$ cat src/rtl/exe_alu_arbiter.sv
// Two-requester round-robin front end for one shared combinational I-type ALU.
// Define EXE_ARB_FIXED_PRIO_EN to give requester 0 fixed priority instead.
module exe_alu_arbiter #(
    parameter int unsigned DW = 32,
    parameter int unsigned IW = 32
) (
    input  logic          clk_i,
    input  logic          rst_i,
    input  logic          req0_valid_i,
    output logic          req0_ready_o,
    input  logic [DW-1:0] req0_op1_i,
    input  logic [DW-1:0] req0_op2_i,
    input  logic [IW-1:0] req0_inst_i,
    input  logic          req1_valid_i,
    output logic          req1_ready_o,
    input  logic [DW-1:0] req1_op1_i,
    input  logic [DW-1:0] req1_op2_i,
    input  logic [IW-1:0] req1_inst_i,
    output logic [DW-1:0] alu_op1_o,
    output logic [DW-1:0] alu_op2_o,
    output logic [IW-1:0] alu_inst_o,
    input  logic          alu_we_i,
    input  logic [DW-1:0] alu_wdata_i,
    output logic          rsp_valid_o,
    input  logic          rsp_ready_i,
    output logic          rsp_id_o,
    output logic          rsp_we_o,
    output logic [DW-1:0] rsp_wdata_o
);

    typedef enum logic [1:0] {StIdle, StExec, StResp} state_e;

    state_e        state_q, state_d;
    logic [DW-1:0] op1_q, op1_d;
    logic [DW-1:0] op2_q, op2_d;
    logic [IW-1:0] inst_q, inst_d;
    logic          gnt_id_q, gnt_id_d;
    logic          last_grant_q, last_grant_d;
    logic          rsp_valid_q, rsp_valid_d;
    logic          rsp_id_q, rsp_id_d;
    logic          rsp_we_q, rsp_we_d;
    logic [DW-1:0] rsp_wdata_q, rsp_wdata_d;
    logic          gnt0, gnt1;

    always_comb begin
`ifdef EXE_ARB_FIXED_PRIO_EN
        gnt0 = req0_valid_i;
        gnt1 = req1_valid_i & ~req0_valid_i;
`else
        // On contention the requester that did not win last time goes next.
        gnt0 = req0_valid_i & (~req1_valid_i | last_grant_q);
        gnt1 = req1_valid_i & (~req0_valid_i | ~last_grant_q);
`endif
    end

    assign req0_ready_o = (state_q == StIdle) & gnt0 & ~rst_i;
    assign req1_ready_o = (state_q == StIdle) & gnt1 & ~rst_i;

    // Zero operands outside EXEC so the ALU sees opcode 0 and stays quiet.
    assign alu_op1_o  = (state_q == StExec) ? op1_q  : '0;
    assign alu_op2_o  = (state_q == StExec) ? op2_q  : '0;
    assign alu_inst_o = (state_q == StExec) ? inst_q : '0;

    assign rsp_valid_o = rsp_valid_q;
    assign rsp_id_o    = rsp_id_q;
    assign rsp_we_o    = rsp_we_q;
    assign rsp_wdata_o = rsp_wdata_q;

    always_comb begin
        state_d      = state_q;
        op1_d        = op1_q;
        op2_d        = op2_q;
        inst_d       = inst_q;
        gnt_id_d     = gnt_id_q;
        last_grant_d = last_grant_q;
        rsp_valid_d  = rsp_valid_q;
        rsp_id_d     = rsp_id_q;
        rsp_we_d     = rsp_we_q;
        rsp_wdata_d  = rsp_wdata_q;
        case (state_q)
            StIdle: begin
                if (gnt0 | gnt1) begin
                    state_d      = StExec;
                    gnt_id_d     = gnt1;
                    last_grant_d = gnt1;
                    op1_d        = gnt1 ? req1_op1_i  : req0_op1_i;
                    op2_d        = gnt1 ? req1_op2_i  : req0_op2_i;
                    inst_d       = gnt1 ? req1_inst_i : req0_inst_i;
                end
            end
            StExec: begin
                state_d     = StResp;
                rsp_valid_d = 1'b1;
                rsp_id_d    = gnt_id_q;
                rsp_we_d    = alu_we_i;
                rsp_wdata_d = alu_wdata_i;
            end
            StResp: begin
                if (rsp_ready_i) begin
                    state_d     = StIdle;
                    rsp_valid_d = 1'b0;
                end
            end
            default: state_d = StIdle;
        endcase
    end

    always_ff @(posedge clk_i) begin
        if (rst_i) begin
            state_q      <= StIdle;
            op1_q        <= '0;
            op2_q        <= '0;
            inst_q       <= '0;
            gnt_id_q     <= 1'b0;
            last_grant_q <= 1'b1;
            rsp_valid_q  <= 1'b0;
            rsp_id_q     <= 1'b0;
            rsp_we_q     <= 1'b0;
            rsp_wdata_q  <= '0;
        end else begin
            state_q      <= state_d;
            op1_q        <= op1_d;
            op2_q        <= op2_d;
            inst_q       <= inst_d;
            gnt_id_q     <= gnt_id_d;
            last_grant_q <= last_grant_d;
            rsp_valid_q  <= rsp_valid_d;
            rsp_id_q     <= rsp_id_d;
            rsp_we_q     <= rsp_we_d;
            rsp_wdata_q  <= rsp_wdata_d;
        end
    end

endmodule

$ cat config.mk
export PLATFORM = sky130hd
export DESIGN_NAME = exe_alu_arbiter
export DESIGN_NICKNAME = d
export VERILOG_FILES = /design/src/rtl/exe_alu_arbiter.sv
export SDC_FILE = /design/constraint.sdc
export NUM_CORES = 1
export LEC_CHECK = 0
export CORE_AREA = 3 3 142 144
export DETAILED_ROUTE_END_ITERATION = 12
export DIE_AREA = 0 0 145 147
export GPL_TIMING_DRIVEN = 1
export PLACE_DENSITY = 0.82
export SETUP_SLACK_MARGIN = 0.1
export SKIP_LAST_GASP = 1
export SLEW_MARGIN = 20
export SYNTH_ARGS = -nofsm -noshare
export SYNTH_HDL_FRONTEND = slang
export SYNTH_SLANG_ARGS = --single-unit
export TNS_END_PERCENT = 30
$ cat constraint.sdc
create_clock -name clk_i -period 1.8 [get_ports clk_i]
set_input_delay 0.36 -clock clk_i [delete_from_list [all_inputs] [get_ports clk_i]]
set_output_delay 0.36 -clock clk_i [all_outputs]
set_load 0.03 [all_outputs]
==> summary.txt <==
Outcome
  • Status: finished with violations
  • Failing checks: setup timing

Worst setup path
  • CP max stage cell: dfxtp_2
  • Reg2reg start: state_q[1]
  • Setup CP Type: flip-flop to output pin
  • Startpoint Class: flip-flop
  • Reg-to-reg slack, setup: 40 ps
  • Worst-path cell chain: buf_6 -> and2b_4 -> buf_6 -> buf_12 -> buf_12 -> and2_1 -> buf_6
  • Cells on worst reg2reg path: 7
  • Critical Path Sink Type: output pin
  • Most frequent CP cell: buf_6
  • CP arrival: 1780 ps
  • CP peak stage delay: 330 ps
  • Critical-path maximum fanout: 8
  • Worst EP required: 1440 ps
  • Reg-to-Reg End: op2_q[20]

CTS
  • CTS sink cnt: 135
  • Clk slew on worst S/H paths: 60 ps
  • Clock root cell: clkbuf_16
  • Clock tree buffer depth: 2
  • Hold-fix buffers, CTS: 0
  • Clock Latency Late Sink: 410 ps
  • TritonCTS buffer count: 17
  • CTS tree: done
  • CTS HTree Levels: 4

Timing
  • Worst setup margin: -340.2 ps
  • Setup TNS: -29590 ps
  • Tmin final: 2140 ps
  • Clk_skew: 7.366 ps
  • Fmax: 0.4672 GHz
  • Max_slew headroom: 38.42%
  • Max-slew violation count: 0
  • Fin crit share: 118.9%
  • Setup-failing EPs final: 99
  • RSZ-0062 raised after global routing: true
  • Fin. Hold Viols: 0
  • Actual slew at the worst max-slew pin: 923.7 ps

GRT
  • Initial antenna violation count: 0
  • Gr usage total: 22.51%
  • GRT busiest layer: met2
  • Routing usage on met2: 39.20%
  • Vias in the first global route: 7195
  • Global-route wire length before repair: 38.91 mm
  • GR Util met3: 6.200%
  • GRT Residual Overflow: 0
  • Largest net degree at the start of global routing: 80
  • Met1 usage: 26.52%

Yosys
  • Synth unique cells: 29
  • Largest area contributor in the netlist: dfxtp_1
  • Syn_nets: 1055
  • Synth Cell Area: 6509 um^2
  • Count leader, synth: nand2_1
  • Cells after Synth: 825
  • Yosys Warn Count: 0
  • Number of enable flip-flop cells after synthesis: 0
  • Post-Syn Area per Cell: 7.889 um^2
  • Ys async rst share: 0%
  • Synth Flop Type: dfxtp_1
  • Main area contributors after synthesis: dfxtp_1, nand2_1, and2_1
  • Synth top cells by count: nand2_1, dfxtp_1, a21oi_1, and2_1, a311oi_1
  • FF+latch count, synth: 135
  • Seq/Total Area, Yosys: 41.52%
  • Synth top area share: 41.52%

Finish
  • Share of cells above drive strength 1: 21.29%
  • Nets@finish: 1415
  • Core Util, Final: 61.99%
  • Final non-filler cell total: 1458
  • Area Growth Syn to Fin: 79.35%
  • ANT cells: 0
  • Fillers: 1558

Drt
  • Final routed DRC violation total: 0
  • Routed length per placed instance: 17.98 um
  • Vias post-DR: 7447
  • Iter 0 DRT Violations: 401
  • Total Routed Length: 26.21 mm
  • Drt via density: 5.108
  • Pre-Repair DR Iteration Count: 5
  • ANT nets after route: 0

Floorplanning
  • Die W: 145 um
  • Die Area: 21320 um^2
  • Starting Density: 34.56%
  • Core Rows: 50
  • Total core area: 18830 um^2
  • Num ports: 363
  • Chip height: 147 um

Power
  • PD cells: 835.3 nW/um^2
  • Leak: 4.708 nW
  • VDD IR max: 0.6959 mV

Worst hold path
  • Hold wc startpoint: rsp_id_o
  • Hold worst-path end: rsp_id_o
  • Hold crit path type: flip-flop to flip-flop
  • WHS Path Cells: 2

Job
  • Max-capacitance violation count: 0

Place
  • Placer congestion estimate: 0.8265
  • Placed cells: 1400
  • Port Buf Inserts: 362
  • DP Wirelength: 16.71 mm
[power by group]
group	total (mW)	internal [mW]	leakage [nW]	switching (mW)
sequential	3.52	3.34	1.12	0.176
clock	3.27	1.85	0.263	1.42
combinational	2.97	1.54	3.33	1.43
total	9.75	6.73	4.71	3.02
[worst max path at each step]
stage | to | cells after the start | slack (ps) | from
2_1_floorplan | alu_inst_o[0] | 5 | 150 | state_q[1]
3_3_place_gp | req0_ready_o | 4 | -520 | req1_valid_i
3_5_place_dp | req0_ready_o | 4 | -530 | req1_valid_i
4_1_cts | alu_op2_o[27] | 6 | -350 | state_q[1]
5_1_grt | alu_op1_o[4] | 6 | -410 | state_q[1]
6_report | alu_op2_o[20] | 7 | -340 | state_q[1]
[cell usage in the layout, fill, tap and decap left out, drive strengths merged, types with 2 or more instances in the layout]
cell type,instances
buf,156
clkdlybuf4s50,263
clkinvlp,4
clkbuf,23
nand2b,33
dfxtp,135
and2,97
nor3,2
a32oi,32
nand2,263
clkinv,5
a311oi,64
nor2,3
inv,5
a21oi,100
[cell families after synthesis]
group / count (synthesis) / share of synthesized area, %
AOI/OAI and AO/OA: 201 / 21.90
DFF: 135 / 41.52
buffers and inverters: 85 / 7.536
and+or+nand+nor: 404 / 29.05
[registers in the layout, summed over array words and instances (netlist names)]
name	cells
inst_q	32
op1_q	32
op2_q	32
rsp_wdata_o	32
state_q	2
gnt_id_q	1
last_grant_q	1
rsp_id_o	1
rsp_valid_o	1
rsp_we_o	1
[area by class of cell]
| type | count | area (um^2) | area share [%] |
|---|---|---|---|
| inverter | 1 | 3.754 | 0.03215 |
| clock buffer | 19 | 452.9 | 3.880 |
| tap | 260 | 325.3 | 2.787 |
| clock inverter | 13 | 97.59 | 0.8360 |
| multi-input combinational | 605 | 3448 | 29.54 |
| timing repair buffer | 425 | 4641 | 39.75 |
| sequential | 135 | 2705 | 23.17 |
[stage by stage]
stage	power (mW)	cell area [um^2]	setup WS, ps	hold WS (ps)
4_1_cts	9.666	11290	-354.2	454.5
5_1_grt	10.18	11670	-409.9	466.9
2_1_floorplan	4.915	6509	151.7	432.2
3_3_place_gp	6.066	10220	-520.1	441.1
6_report	9.751	11670	-340.2	452.8
3_5_place_dp	6.118	10220	-525.4	447.4
[routing by layer]
layer	up-vias	part of all wire, %
li1	3556	-
met1	3497	39
met2	336	50
met3	58	7.2
met4	0	3.4
met5	-	0
[critical path, delay by kind of cell, from the launching register on]
family | cells | cell delay (ps)
buffers and inverters | 5 | 590
AND/OR/NAND/NOR | 2 | 460
flip-flops | 1 | 330
[what timing repair did]
item	in CTS	in global routing
endpoints found under the hold margin	0	0
resized for setup	60	74
endpoints found under the setup margin	135	171
pin swaps	11	17
buffers inserted	9	6
cloned	8	4
Note: power is estimated with default switching activity, not from simulation.
